### src/rtl/uart_framer_pkg.sv
// Shared types and sizing helpers for the UART sample framer.
package uart_framer_pkg;

    typedef enum logic [2:0] {
        IDLE  = 3'd0,
        LOAD  = 3'd1,
        ISSUE = 3'd2,
        HOLD  = 3'd3,
        GAP   = 3'd4
    } framer_state_t;

    localparam logic [7:0] DEFAULT_SYNC_BYTE = 8'hA5;

    function automatic int bytes_per_sample(input int sample_w);
        return (sample_w + 7) / 8;
    endfunction

    function automatic int frame_len(input int num_ch, input int bps, input bit chk);
        return 2 + num_ch * bps + (chk ? 1 : 0);
    endfunction

endpackage

### src/rtl/uart_sample_framer_ready_sync.sv
// Two-flop synchroniser for a single UART_clk-domain status bit into clk.
module ready_sync (
    input  logic clk,
    input  logic reset_b,
    input  logic async_in,
    output logic sync_out
);

    logic meta;

    always_ff @(posedge clk) begin
        if (!reset_b) begin
            meta     <= 1'b0;
            sync_out <= 1'b0;
        end else begin
            meta     <= async_in;
            sync_out <= meta;
        end
    end

endmodule

### src/rtl/uart_sample_framer.sv
// Captures one multi-channel sample word and feeds it byte-by-byte to the UART TX.
// Optional trailing checksum byte is enabled by defining FRAMER_CHECKSUM_EN.
module uart_sample_framer
    import uart_framer_pkg::*;
#(
    parameter int         NUM_CH     = 4,
    parameter int         SAMPLE_W   = 16,
    parameter logic [7:0] SYNC_BYTE  = DEFAULT_SYNC_BYTE,
    parameter int         DROP_CNT_W = 16
) (
    input  logic                       clk,
    input  logic                       reset_b,
    input  logic                       Sample_valid,
    input  logic [NUM_CH*SAMPLE_W-1:0] Sample_data,
    output logic                       Sample_ready,
    output logic [7:0]                 TX_Data,
    output logic                       TX_en,
    input  logic                       TX_Ready_To_Send,
    output logic                       Frame_busy,
    output logic [DROP_CNT_W-1:0]      Drop_count,
    output logic [2:0]                 state_dbg
);

    // Byte handshake: TX_en rises only while rdy_s=1, then TX_en/TX_Data stay
    // frozen until the UART drops rdy_s; the next byte waits for rdy_s to return.

    localparam int BPS = bytes_per_sample(SAMPLE_W);
`ifdef FRAMER_CHECKSUM_EN
    localparam bit CHK_EN = 1'b1;
`else
    localparam bit CHK_EN = 1'b0;
`endif
    localparam int NUM_SB    = NUM_CH * BPS;
    localparam int FRAME_LEN = frame_len(NUM_CH, BPS, CHK_EN);
    localparam int IDX_W     = $clog2(FRAME_LEN);
    localparam logic [IDX_W-1:0] LAST_IDX = IDX_W'(FRAME_LEN - 1);

    framer_state_t              state, state_d;
    logic                       rdy_s;
    logic [NUM_CH*SAMPLE_W-1:0] sample_q;
    logic [IDX_W-1:0]           idx;
    logic [IDX_W-1:0]           sb_idx;
    logic [7:0]                 seq;
    logic [7:0]                 cur_byte;
    logic [BPS*8-1:0]           ch_ext;
    logic [7:0]                 sample_bytes [NUM_SB];
`ifdef FRAMER_CHECKSUM_EN
    logic [7:0]                 chk_acc;
`endif

    ready_sync u_ready_sync (
        .clk      (clk),
        .reset_b  (reset_b),
        .async_in (TX_Ready_To_Send),
        .sync_out (rdy_s)
    );

    assign Sample_ready = (state == IDLE);
    assign state_dbg    = state;

    // Zero-extend each channel to whole bytes, MSB byte first, channel 0 first.
    always_comb begin
        ch_ext = '0;
        for (int k = 0; k < NUM_SB; k++) sample_bytes[k] = 8'h00;
        for (int ch = 0; ch < NUM_CH; ch++) begin
            ch_ext = '0;
            ch_ext[SAMPLE_W-1:0] = sample_q[ch*SAMPLE_W +: SAMPLE_W];
            for (int b = 0; b < BPS; b++) begin
                sample_bytes[ch*BPS + b] = ch_ext[(BPS-1-b)*8 +: 8];
            end
        end
    end

    always_comb begin
        sb_idx   = idx - IDX_W'(2);
        cur_byte = 8'h00;
        if (idx == '0) begin
            cur_byte = SYNC_BYTE;
        end else if (idx == IDX_W'(1)) begin
            cur_byte = seq;
`ifdef FRAMER_CHECKSUM_EN
        end else if (idx == LAST_IDX) begin
            cur_byte = chk_acc;
`endif
        end else begin
            for (int k = 0; k < NUM_SB; k++) begin
                if (sb_idx == IDX_W'(k)) cur_byte = sample_bytes[k];
            end
        end
    end

    always_comb begin
        state_d = state;
        case (state)
            IDLE:    if (Sample_valid) state_d = LOAD;
            LOAD:    state_d = ISSUE;
            ISSUE:   if (rdy_s) state_d = HOLD;
            HOLD:    if (!rdy_s) state_d = GAP;
            GAP:     if (rdy_s) state_d = (idx == LAST_IDX) ? IDLE : ISSUE;
            default: state_d = IDLE;
        endcase
    end

    always_ff @(posedge clk) begin
        if (!reset_b) begin
            state      <= IDLE;
            sample_q   <= '0;
            idx        <= '0;
            seq        <= 8'h00;
            TX_Data    <= 8'h00;
            TX_en      <= 1'b0;
            Frame_busy <= 1'b0;
            Drop_count <= '0;
`ifdef FRAMER_CHECKSUM_EN
            chk_acc    <= 8'h00;
`endif
        end else begin
            state <= state_d;
            case (state)
                IDLE: begin
                    if (Sample_valid) begin
                        sample_q   <= Sample_data;
                        Frame_busy <= 1'b1;
                    end
                end
                LOAD: begin
                    idx <= '0;
`ifdef FRAMER_CHECKSUM_EN
                    chk_acc <= 8'h00;
`endif
                end
                ISSUE: begin
                    if (rdy_s) begin
                        TX_Data <= cur_byte;
                        TX_en   <= 1'b1;
`ifdef FRAMER_CHECKSUM_EN
                        // SYNC and the checksum byte itself stay out of the sum.
                        if (idx != '0 && idx != LAST_IDX) chk_acc <= chk_acc + cur_byte;
`endif
                    end
                end
                HOLD: begin
                    if (!rdy_s) TX_en <= 1'b0;
                end
                GAP: begin
                    if (rdy_s) begin
                        if (idx == LAST_IDX) begin
                            Frame_busy <= 1'b0;
                            seq        <= seq + 8'd1;
                        end else begin
                            idx <= idx + IDX_W'(1);
                        end
                    end
                end
                default: ;
            endcase
            if (Sample_valid && !Sample_ready && Drop_count != '1) begin
                Drop_count <= Drop_count + DROP_CNT_W'(1);
            end
        end
    end

endmodule
### config.mk
export PLATFORM = sky130hd
export DESIGN_NAME = uart_sample_framer
export DESIGN_NICKNAME = d
export VERILOG_FILES = /design/src/rtl/uart_framer_pkg.sv /design/src/rtl/uart_sample_framer_ready_sync.sv /design/src/rtl/uart_sample_framer.sv
export SDC_FILE = /design/constraint.sdc
export NUM_CORES = 1
export LEC_CHECK = 0
export ABC_AREA = 1
export BUFFER_PORTS_ARGS = -buffer_cell sky130_fd_sc_hd__buf_4
export CORE_UTILIZATION = 50
export CTS_CLUSTER_SIZE = 25
export DETAILED_ROUTE_END_ITERATION = 10
export GPL_TIMING_DRIVEN = 0
export HOLD_SLACK_MARGIN = 0.12
export PLACE_DENSITY = 0.69
export SKIP_LAST_GASP = 1
export SLEW_MARGIN = 15
export SYNTH_ARGS = -nofsm -noshare
export SYNTH_HDL_FRONTEND = slang
export SYNTH_HIERARCHICAL = 1
export SYNTH_SLANG_ARGS = --single-unit
### constraint.sdc
create_clock -name clk -period 4.3 [get_ports clk]
set_input_delay 0.645 -clock clk [delete_from_list [all_inputs] [get_ports clk]]
set_output_delay 0.645 -clock clk [all_outputs]
set_load 0.01 [all_outputs]
==> results.toml <==
[floorplanning]
die-height_um = 104
fp.dieArea_um2 = 10800
floorplan.io_pins = 98
placeableCoreArea_um2 = 9950
rows = 36
start_util = 0.524
die_width_um = 104

[global_routing]
grt_pass1_vias = 4935
grt_antenna_before_repair = 0
grt_util_all_layers = 0.269
grt_start_max_net_pins = 16
global_route_wire_length_before_repair_mm = 23.2
grt_remaining_overflow = 0

[critical_path]
setup.worst_path.class = "reg -> out"
worstPathArrival_ps = 1800
critical_path.cell_chain = "inv_1, nand2_4, nor2_4, clkbuf_1, buf_4"
cp_top_family = "buffers and inverters"
setup.worst_path.start_class = "register"
slowest_delay_ps = 360
critical_path_peak_fanout = 10
path_buf_inv = 3
worst-endpoint-required_ps = 3650
cp-end-kind = "output port"
cp_slowest_cell = "clkbuf_1"

[cts]
tritoncts = "yes"
htree_num_levels = 3
clock_sinks = 107
cts_setup_buffers = 0
worstSkewPairLatency_ps = 380
post_cts_resize_count = 0
clock_tree.buffer_depth = 2
cts-hold-fix-buffers = 0
path_clk_slew_ps = 90
cts-buffers-inserted = 9
cts.root.buffer_cell = "clkbuf_8"

[sta]
max_slew_margin = 0.582
worstMarginPinSlew_ps = 627
finalWorstSetupSlack_ps = 1850
timing.final.setup_violations = 0
drv_slew = 0
hold_viol_final = 0
post-route-min-period_ps = 2450
totalNegativeSetupSlack_ps = 0
period_share = 0.570
timing.fmax_mhz = 408
worst_clk_skew_ps = 6.35
grt_setup_unrepaired = "no"

[route]
drt_drc_violations_left = 0
wire_per_inst_um = 14.5
drtPass1Iterations = 4
dr_total_vias = 5155
totalWireLength_mm = 14.1
drtIter0Drc = 259
drt.antenna.violating_nets = 0
route.detailed.vias_per_inst = 5.29

[pwr]
clock_power_share = 0.249
vdd_drop_max_v = 0.000231
power.static_leakage_nw = 2.59
switching_share = 0.345
p_per_area_nw_per_um2 = 421
netSwitchingPower_mw = 0.917
seqPwrFrac = 0.465
pwr-share-comb = 0.286
cellInternalPower_mw = 1.74
finalPower_mw = 2.66

[final_layout]
multiInputGateArea_um2 = 2530
commonest_cells_after_routing_fill_and_taps_aside = "148 x nand2_1, 107 x dfxtp_1, 97 x a21oi_1, 97 x buf_4, 96 x inv_1"
area_delta_synth_final_pct = 21.1
layoutNonFillerInstCount = 975
seq_area_um2 = 2140
antenna_cells = 0
total_nets_final = 914
final.fill_count = 953
layout.cells.most_common = "nand2_1"
layout-drive-gt1-share = 0.190

[status]
run_status = "finished, final reports clean"

[synth]
synthesis.area_um2 = 5210
synth-edff-count = 0
async_reset_ff_frac = 0
synthesis.instances = 731
synthDistinctLibCells = 38
ys_seq_area_frac = 0.411
synth_area_per_cell_um2 = 7.13
yosysWarningCount = 6
most_common_flop_cell_mapped_by_yosys = "dfxtp_1"
mappedNetlistNets = 807
yosys_register_bits = 107

[job]
cap_viol_max_count = 0

[placement]
dp.cells = 960
detailedPlacementHpwl_mm = 10.8
globalplace.congestion = 0.923
dp_slack_ps = 2030
io_buffers = 96

[hold_path]
timing.hold.worst.class = "reg -> reg"
==> synth_stat cells (all sizes together) (2+ instances only) <==
cell      n  share of area
and3      2         0.0024
nand3    75          0.084
dfxtp   107           0.41
o21a      2         0.0029
nor3     18          0.027
a211oi    2         0.0029
clkbuf   25          0.018
nor4      3         0.0036
nand2   153           0.11
inv     101          0.073
buf      11          0.012
nor3b     4         0.0067
nor2     30          0.032
ha        8          0.019
nand4    18          0.022
a21oi   100          0.098
o21ai    67          0.065
==> metrics by stage <==
| step | utilization | instance area, µm² | hold WS [ps] |
|---|---|---|---|
| 2_1_floorplan | - | 5210 | 386 |
| 3_3_place_gp | 0.613 | 6100 | 396 |
| 3_5_place_dp | 0.613 | 6100 | 414 |
| 4_1_cts | 0.634 | 6310 | 439 |
| 5_1_grt | 0.634 | 6310 | 462 |
| 6_report | 0.634 | 6310 | 439 |
==> per-layer routing <==
layer	routed length (µm)	up-vias	global-route usage
li1	-	2613	-
met1	6330	2401	0.332
met2	7030	118	0.473
met3	491	23	0.0439
met4	284	0	0.0898
met5	0	-	0
==> worst min-delay path, cell delays in order, from the launching register on <==
cell and delay (ps):
dfxtp_1 310, nand2_1 50, inv_1 40
==> power groups by stage <==
stage	clock network [mW]	logic (mW)	registers (mW)
floorplan	0	0.489	1.24
global placement	0	0.737	1.25
detailed placement	0	0.758	1.26
CTS	0.676	0.759	1.23
global route	0.708	0.849	1.25
finish	0.662	0.760	1.23
==> path summary, 6_finish.rpt <==
check	startpoint	end	slack [ps]	cells past startpoint
max	state_dbg[0]	Sample_ready	1850	5
min	u_ready_sync/meta	u_ready_sync/sync_out	440	2
max reg2reg	idx[2]	TX_Data[2]	1940	12
min reg2reg	u_ready_sync/meta	u_ready_sync/sync_out	440	2
==> state kept, by name (all words and copies together), names as in the netlist <==
signal and flops:
u_ready_sync/meta 1, TX_en 1, sample_q 64, seq 8, Frame_busy 1, idx 4
TX_Data 8, u_ready_sync/sync_out 1, Drop_count 16, state_dbg 3
==> logic make-up (layout without fill, tap and decap cells) <==
family,after synthesis,after routing,share of synthesized area
simple gates,304,304,0.292
compound gates,174,174,0.174
buf+inv,138,249,0.104
flops,107,107,0.411
fa+ha+maj,8,8,0.0192
==> final cells by class <==
type | count | area share
timing repair buffer | 96 | 0.114
multi-input combinational | 486 | 0.401
tap | 133 | 0.0264
sequential | 107 | 0.339
inverter | 102 | 0.0607
clock buffer | 14 | 0.0289
clock inverter | 1 | 0.00476
buffer | 36 | 0.0252
Power figures use the tool's default switching activity.
